===== src/rtl/bitstream_pkg.sv =====
// Shared types and sizing helpers for the parallel-to-serial bitstream serializer.
package bitstream_pkg;

  localparam int DEFAULT_BITSTREAM = 64;

  typedef enum logic {
    IDLE  = 1'b0,
    SHIFT = 1'b1
  } state_t;

  // Width able to hold 0..n inclusive; an all-ones stream needs the extra bit.
  function automatic int count_width(input int n);
    return $clog2(n) + 1;
  endfunction

endpackage


===== src/rtl/bitstream_serializer.sv =====
// Serializes parallel stochastic patterns LSB-first with a one-deep shadow buffer
// and reports the ones count of each completed stream.
//
// state | meaning
// IDLE  | no active stream, waiting for a pattern
// SHIFT | active stream emitting one bit per output handshake
module bitstream_serializer
  import bitstream_pkg::*;
#(
  parameter int BITSTREAM = DEFAULT_BITSTREAM
) (
  input  logic                                clk,
  input  logic                                rst_n,
  input  logic                                in_valid,
  output logic                                in_ready,
  input  logic [BITSTREAM-1:0]                in_pattern,
  output logic                                out_valid,
  input  logic                                out_ready,
  output logic                                out_bit,
  output logic                                out_first,
  output logic                                out_last,
  output logic [count_width(BITSTREAM)-1:0]   ones_count,
  output logic                                count_valid
);

  localparam int IW = $clog2(BITSTREAM);
  localparam int CW = count_width(BITSTREAM);
  localparam logic [IW-1:0] LAST_IDX = IW'(BITSTREAM - 1);

  state_t               state, state_nxt;
  logic [BITSTREAM-1:0] active;
  logic [BITSTREAM-1:0] shadow;
  logic                 shadow_full;
  logic [IW-1:0]        idx;
  logic [CW-1:0]        acc;
  logic [CW-1:0]        acc_plus;

  logic in_hs, out_hs, last_hs;
  logic load_in, load_sh2act, load_shadow, advance, go_idle;

  assign in_ready  = !shadow_full;
  assign out_valid = (state == SHIFT);
  assign out_bit   = out_valid & active[idx];
  assign out_first = out_valid && (idx == '0);
  assign out_last  = out_valid && (idx == LAST_IDX);

  assign in_hs    = in_valid && in_ready;
  assign out_hs   = out_valid && out_ready;
  assign last_hs  = out_hs && (idx == LAST_IDX);
  assign acc_plus = acc + CW'(out_bit);

  always_comb begin
    state_nxt   = state;
    load_in     = 1'b0;
    load_sh2act = 1'b0;
    load_shadow = 1'b0;
    advance     = 1'b0;
    go_idle     = 1'b0;
    case (state)
      IDLE: begin
        if (in_hs) begin
          load_in   = 1'b1;
          state_nxt = SHIFT;
        end
      end
      SHIFT: begin
        // At the stream boundary the shadow wins; otherwise a new input bypasses straight in.
        if (last_hs) begin
          if (shadow_full) begin
            load_sh2act = 1'b1;
          end else if (in_hs) begin
            load_in = 1'b1;
          end else begin
            go_idle   = 1'b1;
            state_nxt = IDLE;
          end
        end else begin
          advance     = out_hs;
          load_shadow = in_hs;
        end
      end
      default: state_nxt = IDLE;
    endcase
  end

  always_ff @(posedge clk or negedge rst_n) begin
    if (!rst_n) begin
      state <= IDLE;
    end else begin
      state <= state_nxt;
    end
  end

  always_ff @(posedge clk or negedge rst_n) begin
    if (!rst_n) begin
      active      <= '0;
      shadow      <= '0;
      shadow_full <= 1'b0;
      idx         <= '0;
    end else begin
      if (load_in) begin
        active <= in_pattern;
        idx    <= '0;
      end else if (load_sh2act) begin
        active      <= shadow;
        idx         <= '0;
        shadow_full <= 1'b0;
      end else if (go_idle) begin
        idx <= '0;
      end else if (advance) begin
        idx <= idx + IW'(1);
      end
      if (load_shadow) begin
        shadow      <= in_pattern;
        shadow_full <= 1'b1;
      end
    end
  end

  always_ff @(posedge clk or negedge rst_n) begin
    if (!rst_n) begin
      acc         <= '0;
      ones_count  <= '0;
      count_valid <= 1'b0;
    end else begin
      count_valid <= 1'b0;
      if (last_hs) begin
        ones_count  <= acc_plus;
        count_valid <= 1'b1;
        acc         <= '0;
      end else if (out_hs) begin
        acc <= acc_plus;
      end
    end
  end

endmodule


===== config.mk =====
export PLATFORM = sky130hd
export DESIGN_NAME = bitstream_serializer
export DESIGN_NICKNAME = d
export VERILOG_FILES = /design/src/rtl/bitstream_pkg.sv /design/src/rtl/bitstream_serializer.sv
export SDC_FILE = /design/constraint.sdc
export NUM_CORES = 1
export LEC_CHECK = 0
export ABC_AREA = 1
export CORE_UTILIZATION = 39
export DETAILED_ROUTE_END_ITERATION = 6
export REMOVE_ABC_BUFFERS = 1
export SYNTH_ARGS = -nofsm -noshare
export SYNTH_HDL_FRONTEND = slang
export SYNTH_SLANG_ARGS = --single-unit

===== constraint.sdc =====
create_clock -name clk -period 3.1 [get_ports clk]
set_input_delay 0.775 -clock clk [delete_from_list [all_inputs] [get_ports clk]]
set_output_delay 0.775 -clock clk [all_outputs]
set_load 0.01 [all_outputs]

* Yosys cells after proc, flatten, opt, wreduce, memory -nomap -nowiden
Cells that the tools add are included.
** Word-level totals
- Input port bits :: 68
- Output and inout bits :: 13
- Bits in registers :: 151
** Cells by class
- Bitwise operators :: 2
- $add $sub $neg :: 2
- Reductions and logical operators :: 12
- $lt $le $gt $ge :: 1
- Mux-type cells :: 32
- Equal/unequal tests :: 2
** Operators by type and width (count)
- two-way mux 64 bit :: 2
- two-way mux 6 bit :: 4
- two-way mux 1 bit :: 21
- two-way mux 7 bit :: 2
- adder 7 x 1 -> 7 bit :: 1
- < comparator 6 x 7 -> 1 bit, second input constant :: 1
- adder 6 x 1 -> 6 bit, second input constant :: 1
- binary-select mux 1 bit (select 6 bit) :: 1
- == test 6 bit, second input constant :: 1
- logical NOT 6 bit :: 1
- nonzero test 2 bit :: 3
- logical AND 1 bit :: 5
- one-hot mux 1 bit (2 select lines) :: 2
- nonzero test 4 bit :: 1
- inequality test 2 x 1 -> 1 bit, second input constant :: 1
- AND reduction 2 bit :: 1
- AND 1 bit :: 1
- logical NOT 1 bit :: 1
- NOT 1 bit :: 1

* Longest topological paths before layout
Gate-level depths: netlist of run 1.
- Word-level depth :: 9
- Mapped depth :: 20

* Worst setup path after synthesis of run 1
No wires, ideal clock.
- Path kind :: register to register
- From :: register idx[0]
- To :: register ones_count[6]
- Setup time :: 0.127 ns
- Path slack :: 0.509 ns
- Required time :: 2.973 ns
- Path buffers :: 2
- Data arrival time :: 2.465 ns
- Period minus slack after synthesis :: 2.591 ns
- Stages on the path, launching flop included :: 20
- Cells stage by stage :: dfrtp_1 -> buf_2 -> inv_2 -> clkbuf_1 -> nand2_1 -> nand2_1 -> nand2_1 -> nand3_1 -> nand3_1 -> nand2_1 -> nand2_1 -> nand2_1 -> nor2_1 -> nor2_1 -> ha_1 -> ha_1 -> nand3_1 -> nor3_1 -> xor2_1 -> o21ai_0
** On the way
- Cells in the longest elaborated chain, start to end :: 4
** RTL lines
- start, declared :: line bitstream_serializer.sv:34 : logic [IW-1:0] idx;
- start signal, assigned :: line bitstream_serializer.sv:111 : idx <= idx + IW'(1);
- binary-select mux 1 bit (select 6 bit) :: line bitstream_serializer.sv:43 : assign out_bit = out_valid & active[idx];
- two-way mux 1 bit (implied by the code) :: line bitstream_serializer.sv:43
- AND 1 bit :: line bitstream_serializer.sv:43
- net out_bit :: line bitstream_serializer.sv:19 : output logic out_bit,
- adder 7 x 1 -> 7 bit :: line bitstream_serializer.sv:50 : assign acc_plus = acc + CW'(out_bit);
- end signal, assigned :: line bitstream_serializer.sv:128 : ones_count <= acc_plus;
- end, declared :: line bitstream_serializer.sv:22 : output logic [count_width(BITSTREAM)-1:0] ones_count,
The timed path passes the listed nets, and every way through them passes these cells. The select of a mux whose other input is x is not followed.
A chain may end at the register's enable or synchronous reset.

* Final worst setup path of run 1
- From :: register idx[1]
- To :: output port out_last
** On the way
- Cells in the longest elaborated chain, start to end :: 2
** RTL lines
- == test 6 bit :: line bitstream_serializer.sv:45 : assign out_last = out_valid && (idx == LAST_IDX);
- logical AND 1 bit :: line bitstream_serializer.sv:45
- end, declared :: line bitstream_serializer.sv:21 : output logic out_last,
No other way between the ends.

==> results of run 1 <==
-- worst min-delay path by stage --
| stage | start | to | slack [ns] | depth (start not counted) |
|---|---|---|---|---|
| 6_report | rst_n | active[2]$_DFFE_PN0P_ | 0.30 | 1 |
| 3_3_place_gp | ones_count[4]$_DFFE_PN0P_ | ones_count[4]$_DFFE_PN0P_ | 0.47 | 2 |
| 5_1_grt | rst_n | active[2]$_DFFE_PN0P_ | 0.33 | 1 |
| 2_1_floorplan | active[13]$_DFFE_PN0P_ | active[13]$_DFFE_PN0P_ | 0.45 | 2 |
| 4_1_cts | rst_n | shadow[4]$_DFFE_PN0P_ | 0.31 | 1 |
| 3_5_place_dp | active[48]$_DFFE_PN0P_ | active[48]$_DFFE_PN0P_ | 0.47 | 2 |
-- metrics by stage --
stage               power [mW]  hold slack [ns]  instance area (um2)  worst slack (ns)
floorplan                3.276           0.4469                 7107            -3.258
global placement         3.757           0.4661                 8426            0.2233
detailed placement       3.774           0.4698                 8426            0.2151
CTS                      5.818           0.3150                 9009           0.08328
global route             6.149           0.3333                 9025          -0.01249
finish                   5.777           0.3047                 9025           0.08764
-- worst max-delay path: stages, from the launching register on --
cell and delay, ns:
dfrtp_1 0.41, buf_4 0.23, ha_2 0.24, nand3_2 0.11
nor3_4 0.24, clkdlybuf4s50_1 0.58
-- layout by cell type (no fill, tap or decap), types with 4 or more instances in the layout --
master             n
clkdlybuf4s50_1   78
nand2_1          245
clkbuf_16         17
inv_1            116
xor2_1             7
buf_4             18
o21ai_1           55
dfrtp_1          149
o22ai_1            5
nor2_1            15
mux2_4             9
nand3_1          228
buf_12             4
o21ai_0           15
clkinv_2           6
-- per-layer routing --
metal / GRT usage, % / part of all wire [%] / vias up
met4: 6.651 / 1.5 / 0
met2: 31.24 / 45 / 124
li1: - / - / 3115
met1: 27.27 / 49 / 2963
met5: 0 / 0 / -
met3: 4.095 / 4.0 / 21
-- repair_timing --
action                                 in CTS  in global routing
buffers inserted                            0                  1
hold buffers                                0                  0
pin swaps                                   0                  0
endpoints found under the hold margin       0                  0
resized for setup                           5                  3
setup endpoints to repair                   1                  3
gates cloned                                0                  0
-- flip-flops by register name, indices dropped and copies added (netlist names) --
signal       count
shadow          64
count_valid      1
active          64
ones_count       7
out_valid        1
shadow_full      1
acc              7
idx              6
-- synth_stat cells --
| master | n |
|---|---|
| inv_1 | 117 |
| nor3_1 | 3 |
| nand3_2 | 1 |
| xnor2_1 | 1 |
| nand2_4 | 2 |
| nor3_4 | 1 |
| buf_4 | 2 |
| clkbuf_1 | 23 |
| buf_2 | 31 |
| nor3b_2 | 1 |
| nand4_1 | 1 |
| buf_6 | 4 |
| a21oi_1 | 2 |
| o211ai_1 | 1 |
| xor2_1 | 7 |
| clkinv_1 | 1 |
| nand3_1 | 228 |
| o21ai_1 | 55 |
| ha_1 | 4 |
| nor2_1 | 18 |
| dfrtp_1 | 151 |
| o22ai_1 | 5 |
| inv_2 | 2 |
| a22oi_2 | 1 |
| nand2_1 | 245 |
| mux2_4 | 9 |
| o21ai_0 | 15 |
-- final cells by class --
| type | count | area, um2 | share of cell area, % |
|---|---|---|---|
| Clock buffer | 19 | 442.9 | 4.908 |
| Clock inverter | 13 | 131.4 | 1.456 |
| Inverter | 120 | 456.7 | 5.060 |
| Multi-Input combinational cell | 600 | 2893 | 32.05 |
| Sequential cell | 151 | 3781 | 41.90 |
| Tap cell | 234 | 292.8 | 3.244 |
| Timing Repair Buffer | 103 | 1027 | 11.38 |
-- power groups by stage --
stage / sequential (mW) / clock [mW] / combinational, mW
2_1_floorplan: 2.52 / 0 / 0.755
3_3_place_gp: 2.53 / 0 / 1.23
3_5_place_dp: 2.53 / 0 / 1.24
4_1_cts: 2.50 / 2.07 / 1.25
5_1_grt: 2.55 / 2.15 / 1.44
6_report: 2.51 / 2.02 / 1.24
-- cell families after synthesis --
| logic type | share of synthesized area, % |
|---|---|
| buf+inv | 10.15 |
| simple gates | 29.84 |
| xor+xnor | 0.9458 |
| flops | 51.00 |
| compound gates | 5.556 |
| mux | 1.824 |
| fa+ha+maj | 0.6756 |
==> flow_summary.toml, run 1 <==
[sta]
drv_slew = 0
rsz0062_at_grt = "true"
fmax_mhz = 332.0
fin_crit_ns = 3.012
worst_pin_slew_ns = 0.7857
finalCritPeriodShare_pct = 97.17
final-hold-violation-count = 0
skew_ns = 0.005376
tns_ns = 0
slew_headroom_pct = 47.62
setup_violations = 0

[critical_path]
reg2reg_depth = 17
arrival_ns = 2.24
startpoint = "idx[1]$_DFFE_PN0P_"
reg2reg_slack_ns = 0.52
timing.critical_path.to = "out_last"
r2r_end = "acc[6]$_DFFE_PN0P_"
critPathKind = "reg2out"
setup.worst_path.start_class = "flop"
critPathMaxFanout = 14
cp-end-kind = "output pin"
r2r_start = "idx[0]$_DFFE_PN0P_"
cp_data_required_time_ns = 2.32

[grt]
antenna_found_initial = 0
grt_overflow = 0
grt_start_max_net_pins = 66
grt.total_usage_pct = 19.86
grt_pass1_vias = 6233
grt_first_pass_wirelength_mm = 31.08

[detailed_routing]
first_iter_violations = 369
dr_total_vias = 6223
ant_nets = 0
remaining_drc_errors = 0
routed_wl_mm = 17.66
post_drt_wl_per_cell_um = 14.24
first_pass_iters = 5
vias_per_cell = 5.019

[place]
dp.cells = 1207
portBuffers = 80
globalplace.congestion = 0.8502
hpwlAfterDp_mm = 11.42

[clock_tree]
clock_sinks = 151
cts_buffers = 17
clock_latency_ns = 0.42
clk_pin_slew_worst_paths_ns = 0.06
cts_buffer_depth = 2
h-tree-depth = 4
clockRootBuffer = "clkbuf_16"
cts_tree = "built"

[layout]
diodes = 0
fin_nets = 1065
post-route-util_pct = 48.41
num-fill-cells = 1824
final_cells = 1240
drive_gt1_share_pct = 7.952
area_delta_synth_final_pct = 21.82

[power_and_ir_drop]
seq_power_share_pct = 43.4
netSwitchingFraction_pct = 30.42
ir_worst_vdd_mv = 0.4155
clkPwrFrac_pct = 35.0
p_leak_nw = 4.391
p_int_mw = 4.020
p_per_area_nw_per_um2 = 640.2
pwr-share-comb_pct = 21.5
p_sw_mw = 1.758

[die]
fp-row-count = 50
initial_core_util_pct = 39.74
coreArea_um2 = 18640
io_pins = 81
die_h_um = 139.8
die_w_um = 139.8
die_area_um2 = 19550

[synth]
synth.area.top_cells = "dfrtp_1 (51%), nand3_1 (15%), nand2_1 (12%)"
seq_area_frac_synth_pct = 51.00
syn_avg_cell_area_um2 = 7.957
synth-seq-cells = 151
synth_top_area_cell = "dfrtp_1"
ys_types = 27
syn-instance-count = 931
yosys.area.top_type_share_pct = 51.00
yosys_warnings = 0
syn_area_um2 = 7408

[status]
status = "completed"

[job]
maxCapViolCount = 0

[min_path]
hp-class = "in2async"
No activity file was read; power rests on OpenSTA's default activity.
==> inputs of run 2 (changes only) <==
Settings changed: CORE_UTILIZATION 39 to 57, PLACE_DENSITY set to 0.8.
==> run 2 against run 1 <==
Net effect: sequential power about the same; die area is 31% lower; register-to-register slack got worse by 0.03 ns; utilization is 22 points higher; worst setup slack gained 0.013 ns; count of clock-buffer cells in the layout up 4; critical path depth stayed put; flip-flop and latch count did not move; non-clock buffer count is 2 lower; clock power about the same; critical endpoint unchanged; largest power group unchanged.
==> flow_summary.toml, run 2 (synthesized netlist as in run 1, its figures left out) <==
[critical_path]
arrival_ns = 2.22
timing.critical_path.to = "out_last"
reg2reg_depth = 20
setup.worst_path.start_class = "flop"
cp_data_required_time_ns = 2.32
startpoint = "idx[0]$_DFFE_PN0P_"
r2r_end = "acc[6]$_DFFE_PN0P_"
critPathKind = "reg2out"
critPathMaxFanout = 33
r2r_start = "idx[0]$_DFFE_PN0P_"
reg2reg_slack_ns = 0.49
cp-end-kind = "output pin"

[clock_tree]
cts_buffers = 17
clk_pin_slew_worst_paths_ns = 0.06
clock_latency_ns = 0.43
cts_buffer_depth = 2
cts_tree = "built"
h-tree-depth = 4
cts_setup_buffers = 0
clock_sinks = 151
clockRootBuffer = "clkbuf_16"

[layout]
drive_gt1_share_pct = 7.478
final_cells = 1175
layout_commonest_cell = "nand2_1"
reg_top3 = "active x64, shadow x64"
area_delta_synth_final_pct = 20.69
multi_input_area_um2 = 2893
regArea_um2 = 3781
num-fill-cells = 1003
fin_nets = 1063
final_cell_mix = "nand2_1 (245), nand3_1 (228), dfrtp_1 (149)"
diodes = 0
postLayoutCellArea_um2 = 8941
post-route-util_pct = 70.56

[sta]
slew_headroom_pct = 49.48
final-hold-violation-count = 0
worst_pin_slew_ns = 0.7578
fin_ws_ns = 0.1010
finalCritPeriodShare_pct = 96.74
drv_slew = 0
skew_ns = 0.005897
holdWs_ns = 0.3548
tns_ns = 0
fin_crit_ns = 2.999
rsz0062_at_grt = "false"
fmax_mhz = 333.4
setup_violations = 0

[grt]
top_usage_layer = "met2"
grt_pass1_vias = 6026
grt_use_met1_pct = 37.53
use_met2_pct = 45.71
grt_util_met3_pct = 5.805
antenna_found_initial = 0
grt.total_usage_pct = 28.46
grt_first_pass_wirelength_mm = 29.10
grt_overflow = 0
grt_start_max_net_pins = 71

[job]
maxCapViolCount = 0

[die]
die_w_um = 116.0
coreArea_um2 = 12670
fp-row-count = 41
initial_core_util_pct = 58.47
die_area_um2 = 13460
die_h_um = 116.0
io_pins = 81

[detailed_routing]
first_pass_iters = 6
ant_nets = 0
routed_wl_mm = 17.66
vias_per_cell = 5.484
remaining_drc_errors = 0
post_drt_wl_per_cell_um = 15.03
dr_total_vias = 6444
first_iter_violations = 535

[place]
hpwlAfterDp_mm = 10.71
portBuffers = 80
place_ws_ns = 0.2227
dp.cells = 1144
dpl_cell_area_um2 = 8328
globalplace.congestion = 0.8850

[power_and_ir_drop]
p_total_mw = 5.831
p_per_area_nw_per_um2 = 652.2
p_leak_nw = 4.386
ir_worst_vdd_mv = 0.4451

[status]
status = "completed"

[min_path]
hp-class = "in2async"
## run 2: layout make-up
| type | instances | area share [%] |
|---|---|---|
| Inverter | 120 | 5.038 |
| Sequential cell | 151 | 42.29 |
| Tap cell | 172 | 2.407 |
| Multi-Input combinational cell | 600 | 32.35 |
| Clock inverter | 8 | 1.078 |
| Clock buffer | 23 | 5.458 |
| Timing Repair Buffer | 101 | 11.38 |
## run 2: repair_timing
item / in CTS / in global routing
endpoints found under the setup margin: 2 / 2
pin swaps: 0 / 0
endpoints found under the hold margin: 0 / 0
gates resized for setup: 4 / 7
hold buffers: 0 / 0
## run 2: how the worst min path moves through the flow
stage	endpoint	slack (ns)	depth (start not counted)
3_3_place_gp	active[21]$_DFFE_PN0P_	0.46	2
4_1_cts	shadow[0]$_DFFE_PN0P_	0.38	1
3_5_place_dp	active[4]$_DFFE_PN0P_	0.47	2
2_1_floorplan	active[13]$_DFFE_PN0P_	0.45	2
5_1_grt	active[3]$_DFFE_PN0P_	0.42	1
6_report	count_valid$_DFF_PN0_	0.35	1
## run 2: metal layers
metal	wire length [um]	vias up
li1	-	3105
met1	7793	3067
met2	8512	234
met3	975	38
met4	376	0
met5	0	-
## run 2: worst max-delay path, cell delays in order, from the launching register on
cell and delay, ns:
dfrtp_1 0.40, buf_12 0.20, ha_1 0.24, nand3_2 0.14
nor3_4 0.23, clkdlybuf4s50_1 0.58
## run 2: power by group
part | switching, mW | internal, mW | leakage, nW
combinational | 0.728 | 0.540 | 2.29
sequential | 0.233 | 2.28 | 1.81
clock | 0.788 | 1.26 | 0.289
